--- src/rtl/operand_forward_ctrl.sv ---
// operand_forward_ctrl: registered EX operand-forwarding selects, load-use stall,
// taken-branch bubble insertion and saturating stall/flush event counters.
module operand_forward_ctrl #(
   parameter int CNT_W = 16
) (
   input  logic             i_clk,
   input  logic             i_rst_n,
   input  logic             i_hold,
   input  logic             i_id_valid,
   input  logic [4:0]       i_id_rs1,
   input  logic [4:0]       i_id_rs2,
   input  logic             i_id_rs1_used,
   input  logic             i_id_rs2_used,
   input  logic [4:0]       i_id_rd,
   input  logic             i_id_regwrite,
   input  logic             i_id_memread,
   input  logic             i_ex_flush,
   output logic [1:0]       o_fwd_a_sel,
   output logic [1:0]       o_fwd_b_sel,
   output logic             o_stall,
   output logic [CNT_W-1:0] o_stall_count,
   output logic [CNT_W-1:0] o_flush_count
);
   // stage records, index 0 = EX, 1 = MEM, 2 = WB
   logic [2:0]      r_v;
   logic [2:0]      r_rw;
   logic [2:0][4:0] r_rd;
   logic            r_ex_mr;
   logic [1:0]      r_a_sel;
   logic [1:0]      r_b_sel;
   logic [CNT_W-1:0] r_stall_cnt;
   logic [CNT_W-1:0] r_flush_cnt;
   logic [2:0]      w_hit_a;
   logic [2:0]      w_hit_b;
   logic [1:0]      w_sel_a;
   logic [1:0]      w_sel_b;
   logic            w_lu;
   logic            w_bubble;

   always_comb begin
      for (int k = 0; k < 3; k++) begin
         w_hit_a[k] = r_v[k] & r_rw[k] & (r_rd[k] == i_id_rs1) & (|i_id_rs1);
         w_hit_b[k] = r_v[k] & r_rw[k] & (r_rd[k] == i_id_rs2) & (|i_id_rs2);
      end
   end

   assign w_sel_a = w_hit_a[0] ? 2'd1 : w_hit_a[1] ? 2'd2 : w_hit_a[2] ? 2'd3 : 2'd0;
   assign w_sel_b = w_hit_b[0] ? 2'd1 : w_hit_b[1] ? 2'd2 : w_hit_b[2] ? 2'd3 : 2'd0;

   assign w_lu = (i_id_rs1_used & (i_id_rs1 == r_rd[0])) |
                 (i_id_rs2_used & (i_id_rs2 == r_rd[0]));
   assign o_stall = i_id_valid & r_v[0] & r_ex_mr & (|r_rd[0]) & w_lu &
                    ~i_ex_flush & ~i_hold;
   assign w_bubble = ~i_id_valid | o_stall | i_ex_flush;

   always_ff @(posedge i_clk or negedge i_rst_n) begin
      if (!i_rst_n) begin
         r_v         <= '0;
         r_rw        <= '0;
         r_rd        <= '0;
         r_ex_mr     <= 1'b0;
         r_a_sel     <= 2'd0;
         r_b_sel     <= 2'd0;
         r_stall_cnt <= '0;
         r_flush_cnt <= '0;
      end else if (!i_hold) begin
         r_v     <= {r_v[1:0], ~w_bubble};
         r_rw    <= {r_rw[1:0], i_id_regwrite};
         r_rd    <= {r_rd[1:0], i_id_rd};
         r_ex_mr <= i_id_memread;
         r_a_sel <= w_bubble ? 2'd0 : w_sel_a;
         r_b_sel <= w_bubble ? 2'd0 : w_sel_b;
         if (o_stall && !(&r_stall_cnt))
            r_stall_cnt <= r_stall_cnt + CNT_W'(1);
         if (i_ex_flush && i_id_valid && !(&r_flush_cnt))
            r_flush_cnt <= r_flush_cnt + CNT_W'(1);
      end
   end

   assign o_fwd_a_sel   = r_a_sel;
   assign o_fwd_b_sel   = r_b_sel;
   assign o_stall_count = r_stall_cnt;
   assign o_flush_count = r_flush_cnt;
endmodule

--- config.mk ---
export PLATFORM = sky130hd
export DESIGN_NAME = operand_forward_ctrl
export DESIGN_NICKNAME = d
export VERILOG_FILES = /design/src/rtl/operand_forward_ctrl.sv
export SDC_FILE = /design/constraint.sdc
export NUM_CORES = 1
export LEC_CHECK = 0
export ABC_AREA = 1
export BUFFER_PORTS_ARGS = -buffer_cell sky130_fd_sc_hd__buf_4
export CAP_MARGIN = 20
export CORE_MARGIN = 3
export CORE_UTILIZATION = 50
export DETAILED_ROUTE_END_ITERATION = 10
export GPL_ROUTABILITY_DRIVEN = 0
export PLACE_DENSITY = 0.83
export SLEW_MARGIN = 10
export SYNTH_ARGS = -nofsm -noshare
export SYNTH_HDL_FRONTEND = slang
export SYNTH_SLANG_ARGS = --single-unit
--- constraint.sdc ---
create_clock -name i_clk -period 1.7 [get_ports i_clk]
set_clock_uncertainty 0.1 [all_clocks]
set_input_delay 0.34 -clock i_clk [delete_from_list [all_inputs] [get_ports i_clk]]
set_output_delay 0.34 -clock i_clk [all_outputs]
set_load 0.005 [all_outputs]
Yosys cells after proc, flatten, opt, wreduce, memory -nomap -nowiden
Index checks and enable logic that the tools add are counted.
{"block": "totals", "register_bits": 58, "in_bits": 24, "out_inout_bits": 37, "wordCells": 70}
{"block": "classes", "n_addsub": 2, "n_eq_ne": 8, "muxes": 8, "bitwise": 30, "n_reduce_logical": 12}
{"cell": "5-bit == test", "n": 8}
{"cell": "16-bit by 1-bit adder with 16-bit output, second input constant", "n": 2}
{"cell": "16-bit AND reduction", "n": 2}
{"cell": "1-bit AND", "n": 23}
{"cell": "2-bit two-way mux", "n": 8}
{"cell": "5-bit OR reduction", "n": 3}
{"cell": "1-bit NOT", "n": 4}
{"cell": "2-bit AND reduction", "n": 2}
{"cell": "1-bit logical AND", "n": 3}
{"cell": "1-bit OR", "n": 3}
{"cell": "1-bit logical NOT", "n": 2}

Depth between registers and ports, before layout
Gate-level depths: netlist of the first run.
{"block": "depth", "ltp_word": 9, "depth_mapped": 11, "depth_no_buf": 11}

Worst setup path before layout of the first run
No wires, ideal clock.
{"block": "synth_path", "kind": "register -> register", "startpoint": "register r_stall_cnt[0], in the netlist o_stall_count[0]", "endpoint": "register r_stall_cnt[6], in the netlist o_stall_count[6]", "t_arrival_ns": 1.499, "required_time_ns": 1.480, "setup_slack_ns": -0.020, "stages_incl_launch_ff": 12, "path_buffers": 1, "cell_sequence": "dfrtp_1 ha_1 nand3_1 inv_1 nand2_1 nor3_4 nand2_2 nand3_4 buf_6 nor2_1 nand2_1 nand2_1"}
{"block": "synth_between", "elab_chain_cells": 4, "word_cells_on_any_way": 5}
{"element": "start, declared", "line": "31", "rtl": "logic [CNT_W-1:0] r_stall_cnt;"}
{"element": "start signal, assigned", "line": "74", "rtl": "r_stall_cnt <= r_stall_cnt + CNT_W'(1);"}
{"element": "parallel branches: the longest is 4 deep, another holds 16-bit by 1-bit adder with 16-bit output"}
Several ways; the timed one is not identified.
A chain may end at the register's enable or synchronous reset.

Worst setup path after layout of the first run
{"block": "layout_path", "startpoint": "register r_rd[2] in the netlist's numbering", "endpoint": "output port o_stall"}
{"block": "layout_between", "elab_chain_cells": 6, "word_cells_on_any_way": 10}
{"element": "start, declared", "line": "27", "rtl": "logic [2:0][4:0] r_rd;"}
{"element": "start signal, assigned", "line": "69", "rtl": "r_rd <= {r_rd[1:0], i_id_rd};"}
{"element": "5-bit == test, on equally long branches", "line": "50, 51"}
{"element": "1-bit AND, on equally long branches", "line": "50, 51"}
{"element": "1-bit OR", "line": "50", "rtl": "assign w_lu = (i_id_rs1_used & (i_id_rs1 == r_rd[0])) |"}
{"element": "1-bit AND * (2 in a row)", "line": "52", "rtl": "assign o_stall = i_id_valid & r_v[0] & r_ex_mr & (|r_rd[0]) & w_lu &"}
{"element": "1-bit AND *", "line": "53", "rtl": "~i_ex_flush & ~i_hold;"}
{"element": "end, declared", "line": "20", "rtl": "output logic o_stall,"}
Mark *: on every way between the ends. The rest lies on a longest branch, timed or not.

==> flow_metrics.py, run 1 <==
metrics = {
    "run_status": {
        "status": "complete, but fails checks",
        "violations": "negative setup slack",
    },
    "logic_synthesis": {
        "ys_types": 32,
        "yosysTopAreaCell": "dfrtp_1",
        "ys_async_sr_fraction_pct": 100.0,
        "netlist_top_cells_area": "dfrtp_1 44%, nand2_1 13%, inv_1 6.6%, xor2_1 4.8%, xnor2_1 4.3%",
        "ys_seq_elements": 58,
        "yosysWarningCount": 0,
        "synth_top_area_share_pct": 44.11,
        "syn_avg_cell_area_um2": 7.688,
        "seq_area_frac_synth_pct": 44.11,
        "syn-num-nets": 454,
        "ys.flop_type": "dfrtp_1",
        "synth_edf_count": 0,
        "syn_area_um2": 3291,
        "syn_inst": 428,
    },
    "sta": {
        "rsz0062_at_grt": "yes",
        "finalHoldViolCount": 0,
        "fin_ws_ns": -0.2807,
        "fin_setup_tns_ns": -1.950,
        "hold-worst-slack_ns": 0.1023,
        "tightest_slew_ns": 0.4755,
        "period_minus_slack_ns": 1.981,
        "fin_crit_sh_pct": 116.5,
        "fmax_ghz": 0.5049,
        "slew_viol_final": 0,
        "relSlewSlack_pct": 68.05,
        "finalSetupViolCount": 22,
    },
    "clocking": {
        "tritoncts": "yes",
        "clock_latency_ns": 0.33,
        "clkSinkCount": 58,
        "cts_buffers": 9,
        "clk_pin_slew_ns": 0.06,
        "cts_buffer_depth": 2,
        "h-tree-depth": 3,
        "clk_root_buffer_cell": "clkbuf_8",
    },
    "critical_path": {
        "cp_max_fo": 3,
        "cp-end-kind": "output port",
        "r2r_end": "o_stall_count[2]",
        "r2r_cells": 11,
        "arrival_ns": 1.54,
        "path_class": "flip-flop to output port",
        "cp-start-kind": "flip-flop",
        "worstPathRequired_ns": 1.26,
        "reg2reg_from": "r_rd[2]",
        "ff2ff_setup_slack_ns": -0.18,
    },
    "floorplan": {
        "dieHeight_um": 87.13,
        "dieArea_um2": 7591,
        "initial_core_util_pct": 53.67,
        "rows": 28,
        "pin_count": 61,
        "die_w_um": 87.13,
        "core_um2": 6131,
    },
    "final_layout": {
        "fin_util_pct": 76.69,
        "area_growth_pct": 42.89,
        "drive_above_1_share_pct": 35.73,
        "final_common_cell": "buf_4",
        "mostFrequentLayoutCells": "114 x buf_4, 106 x nand2_1, 56 x dfrtp_1",
        "nets": 579,
        "antenna_cells": 0,
    },
    "power": {
        "clockPowerShare_pct": 35.0,
        "irDropWorstVdd_mv": 0.8100,
        "swShare_pct": 28.97,
        "intPower_uw": 2545,
        "seqPwrFrac_pct": 45.0,
        "p_switching_uw": 1038,
        "p_leak_uw": 0.002416,
        "p_per_area_nw_per_um2": 762.1,
        "pwr-share-comb_pct": 20.0,
    },
    "detailed_routing": {
        "final_antenna_net_count": 0,
        "drc": 0,
        "routedWlPerCell_um": 15.79,
        "dr.pass1.iters": 5,
        "vias_per_cell": 5.407,
        "vias": 3417,
        "drt-total-wl_um": 9977,
        "drtIter0Drc": 259,
    },
    "min_path": {
        "whs_endpoint": "r_rw[0]",
        "min_path_type": "primary input to flip-flop",
        "hold_path_depth": 3,
        "min_from": "i_id_regwrite",
    },
    "job": {
        "maxCapViolCount": 0,
    },
    "global_routing": {
        "gr-usage-all-layers_pct": 25.86,
        "grt_max_degree": 31,
        "antenna_found_initial": 0,
        "grt_pass1_wl_um": 15380,
        "grt_remaining_overflow": 0,
        "grt_pass1_vias": 3414,
    },
    "place": {
        "dp_hpwl_um": 6565,
        "io_buffers": 60,
    },
}
[layout make-up]
class	count	area [um2]
well taps	75	93.84
inverters	67	256.5
fillers	403	1429
multi-input cells	297	1782
flip-flops and latches	58	1454
repair buffers	120	930.9
clock inverters	3	40.04
clock buffers	12	145.1
[cells in the mapped netlist (all sizes together) (6+ instances only)]
cell and count:
o21ai 27, nand2 118, xor2 18, dfrtp 58, xnor2 16, nand3 24, nor2 39, nor3 13
a21oi 6, nand4 18, inv 67
[worst max-delay path by stage]
stage,start,end,slack [ns]
after floorplan,o_stall_count[0],o_stall_count[6],-0.02
after global placement,i_id_rs1[1],o_stall,-0.04
after detailed placement,i_id_rs2[1],o_stall_count[2],-0.07
after CTS,r_rd[1],o_stall,-0.35
after global routing,r_rd[0],o_stall,-0.35
final,r_rd[2],o_stall,-0.28
[repair_timing]
| item | CTS | global route |
|---|---|---|
| hold endpoints to repair | 16 | 0 |
| hold buffers | 1 | 0 |
| setup buffers | 4 | 10 |
| setup endpoints to repair | 18 | 38 |
| gates cloned | 1 | 0 |
| pin swaps | 7 | 21 |
| gates resized for setup | 11 | 53 |
[critical path: stages (launching register included)]
cell     delay, ns
dfrtp_1       0.37
inv_2         0.06
buf_6         0.11
nand4_1       0.12
nand4_1       0.20
a21oi_4       0.22
buf_6         0.12
[metrics by stage]
step	power, uW	instances	setup slack [ns]	cell area, um2
finish	3584	632	-0.2807	4702
global route	3747	632	-0.3452	4702
CTS	3452	622	-0.3475	4447
detailed placement	2199	601	-0.06973	4155
global placement	2168	601	-0.03596	4155
floorplan	1874	428	-0.01734	3296
[kinds of logic (layout without fill, tap and decap cells)]
| family | after synthesis | count (layout) | share of synthesized area (%) |
|---|---|---|---|
| buffers and inverters | 74 | 202 | 8.707 |
| AND/OR/NAND/NOR | 214 | 215 | 29.43 |
| XOR/XNOR | 34 | 34 | 9.049 |
| adder cells (fa/ha/maj) | 2 | 2 | 0.7603 |
| AO/OA/AOI/OAI | 46 | 46 | 7.947 |
| flip-flops | 58 | 58 | 44.11 |
[power by group through the flow]
stage / Clock, uW / Sequential (uW) / Combinational (uW)
after floorplan: 0 / 1610 / 264
after global placement: 0 / 1610 / 558
after detailed placement: 0 / 1620 / 582
after CTS: 1260 / 1600 / 600
after global routing: 1340 / 1620 / 783
final: 1250 / 1610 / 718
[routing by layer]
layer / part of all wire (%) / GRT usage [%]
met1: 42 / 32.62
met2: 48 / 41.82
met3: 8.1 / 7.001
met4: 2.3 / 11.02
met5: 0 / 0
[sequential cells by signal, indices dropped and copies added, names as in the netlist]
signal         count
o_flush_count     16
o_fwd_a_sel        2
o_fwd_b_sel        2
o_stall_count     16
r_ex_mr            1
r_rd              15
r_rw               3
r_v                3
Note: power is estimated with default switching activity, not from simulation.
==> run 2: changes to the inputs <==
--- a/config.mk
+++ b/config.mk
@@ -9,5 +9,5 @@
 export BUFFER_PORTS_ARGS = -buffer_cell sky130_fd_sc_hd__buf_4
 export CAP_MARGIN = 20
-export CORE_MARGIN = 3
+export CORE_MARGIN = 4
 export CORE_UTILIZATION = 50
 export DETAILED_ROUTE_END_ITERATION = 10
==> constraint.sdc (replaced) <==
create_clock -name i_clk -period 1.7 [get_ports i_clk]
set_clock_uncertainty 0.1 [all_clocks]
set_input_delay 0.17 -clock i_clk [delete_from_list [all_inputs] [get_ports i_clk]]
set_output_delay 0.17 -clock i_clk [all_outputs]
set_load 0.005 [all_outputs]
==> flow_metrics.py, run 2 (same netlist as run 1, synthesis figures left out) <==
metrics = {
    "floorplan": {
        "dieArea_um2": 7943,
        "rows": 29,
        "die_w_um": 89.13,
        "core_um2": 6386,
        "pin_count": 61,
        "dieHeight_um": 89.13,
        "initial_core_util_pct": 51.53,
    },
    "sta": {
        "finalSetupViolCount": 21,
        "fmax_ghz": 0.5299,
        "relSlewSlack_pct": 71.46,
        "fin_crit_sh_pct": 111.0,
        "slew_viol_final": 0,
        "fin_ws_ns": -0.1871,
        "finalHoldViolCount": 0,
        "fin_setup_tns_ns": -2.088,
        "tightest_slew_ns": 0.4249,
        "period_minus_slack_ns": 1.887,
        "rsz0062_at_grt": "yes",
    },
    "critical_path": {
        "r2r_cells": 7,
        "cp-start-kind": "flip-flop",
        "reg2reg_from": "r_rd[4]",
        "r2r_end": "o_stall_count[14]",
        "arrival_ns": 1.62,
        "cp-end-kind": "output port",
        "worstPathRequired_ns": 1.43,
        "path_class": "flip-flop to output port",
        "cp_max_fo": 5,
        "ff2ff_setup_slack_ns": -0.19,
    },
    "place": {
        "dp_hpwl_um": 6285,
        "io_buffers": 60,
        "dp.cells": 584,
    },
    "clocking": {
        "clkSinkCount": 58,
        "clk_pin_slew_ns": 0.06,
        "cts_buffers": 9,
        "cts_buffer_depth": 2,
        "clock_latency_ns": 0.34,
        "h-tree-depth": 3,
        "tritoncts": "yes",
        "clk_root_buffer_cell": "clkbuf_8",
    },
    "global_routing": {
        "grt_remaining_overflow": 0,
        "grt_pass1_wl_um": 14880,
        "grt_max_degree": 34,
        "grt_pass1_vias": 3343,
        "antenna_found_initial": 0,
        "gr-usage-all-layers_pct": 24.28,
    },
    "detailed_routing": {
        "drtIter0Drc": 222,
        "wl_met1_um": 3898,
        "dr_wl_met2_um": 4886,
        "drt-total-wl_um": 9943,
        "final_antenna_net_count": 0,
        "vias": 3469,
        "vias_per_cell": 5.550,
        "routedWlPerCell_um": 15.91,
        "wl_met3_um": 815,
        "top_layer_used": "met4",
        "drc": 0,
        "dr.pass1.iters": 8,
    },
    "final_layout": {
        "multiInputGateArea_um2": 1792,
        "drive_above_1_share_pct": 33.21,
        "area_growth_pct": 41.75,
        "nets": 571,
        "mostFrequentLayoutCells": "107 x nand2_1, 96 x buf_4, 57 x dfrtp_1",
        "final_common_cell": "nand2_1",
        "regArea_um2": 1453,
        "layoutNonFillerInstCount": 625,
        "antenna_cells": 0,
        "nFillCells": 466,
    },
    "min_path": {
        "min_path_type": "primary input to flip-flop",
        "min_from": "i_hold",
        "hold_path_depth": 3,
        "whs_endpoint": "r_v[1]",
    },
    "power": {
        "p_per_area_nw_per_um2": 753.4,
        "p_leak_uw": 0.002375,
        "p_switching_uw": 1011,
        "clockPowerShare_pct": 34.0,
        "irDropWorstVdd_mv": 0.7815,
        "swShare_pct": 28.76,
        "pwr-share-comb_pct": 20.5,
        "intPower_uw": 2504,
        "seqPwrFrac_pct": 45.5,
    },
    "run_status": {
        "violations": "negative setup slack",
        "status": "complete, but fails checks",
    },
    "job": {
        "maxCapViolCount": 0,
    },
}
## run 2: per-stage QoR
stage	area (um2)	utilization (%)	hold WS, ns	setup WS [ns]	power, uW
after floorplan	3296	-	-0.2256	-0.01734	1874
after global placement	4015	62.87	0.009708	-0.01435	2142
after detailed placement	4015	62.87	0.01907	-0.09435	2169
after CTS	4456	69.77	0.05828	-0.1629	3414
after global routing	4664	73.04	0.05914	-0.3324	3688
final	4664	73.04	0.06462	-0.1871	3514
## run 2: worst max-delay path by stage
stage | from | slack, ns | to | depth (start not counted)
6_report | r_rd[2] | -0.19 | o_stall | 7
5_1_grt | r_rd[4] | -0.33 | o_stall_count[14] | 7
4_1_cts | r_rd[1] | -0.16 | o_stall | 5
3_5_place_dp | o_stall_count[0] | -0.09 | o_stall_count[14] | 10
3_3_place_gp | r_rd[0] | -0.01 | o_fwd_b_sel[1] | 9
2_1_floorplan | o_stall_count[0] | -0.02 | o_stall_count[6] | 11
## run 2: power by group through the flow
stage / Combinational [uW] / Clock (uW) / Sequential (uW)
5_1_grt: 795 / 1280 / 1610
4_1_cts: 626 / 1190 / 1590
3_5_place_dp: 554 / 0 / 1620
6_report: 719 / 1200 / 1600
2_1_floorplan: 264 / 0 / 1610
3_3_place_gp: 532 / 0 / 1610
## run 2: final cells by class
class	count	area share, %
repair buffers	112	19.29
flip-flops and latches	58	31.14
well taps	77	2.065
inverters	67	5.392
clock inverters	4	0.9657
multi-input cells	297	38.41
clock buffers	10	2.736
## run 2: critical path: stages (launching register included)
cell and delay (ns):
dfrtp_1 0.41, inv_2 0.09, nand2_2 0.07, nand2_2 0.07
nor2_4 0.14, nand4_4 0.16, a21oi_4 0.22, buf_6 0.12
## run 2: routing by layer
| metal | global-route usage, % | vias up |
|---|---|---|
| met5 | 0 | - |
| met4 | 10.83 | 0 |
| met3 | 7.189 | 43 |
| met2 | 41.46 | 201 |
| met1 | 28.13 | 1631 |
| li1 | - | 1594 |
## run 2: timing repair
action | CTS | global route
endpoints found under the hold margin | 32 | 0
pin swaps | 15 | 20
endpoints found under the setup margin | 24 | 32
setup buffers | 12 | 9
hold buffers | 8 | 0
gates resized for setup | 21 | 43
gates cloned | 1 | 0
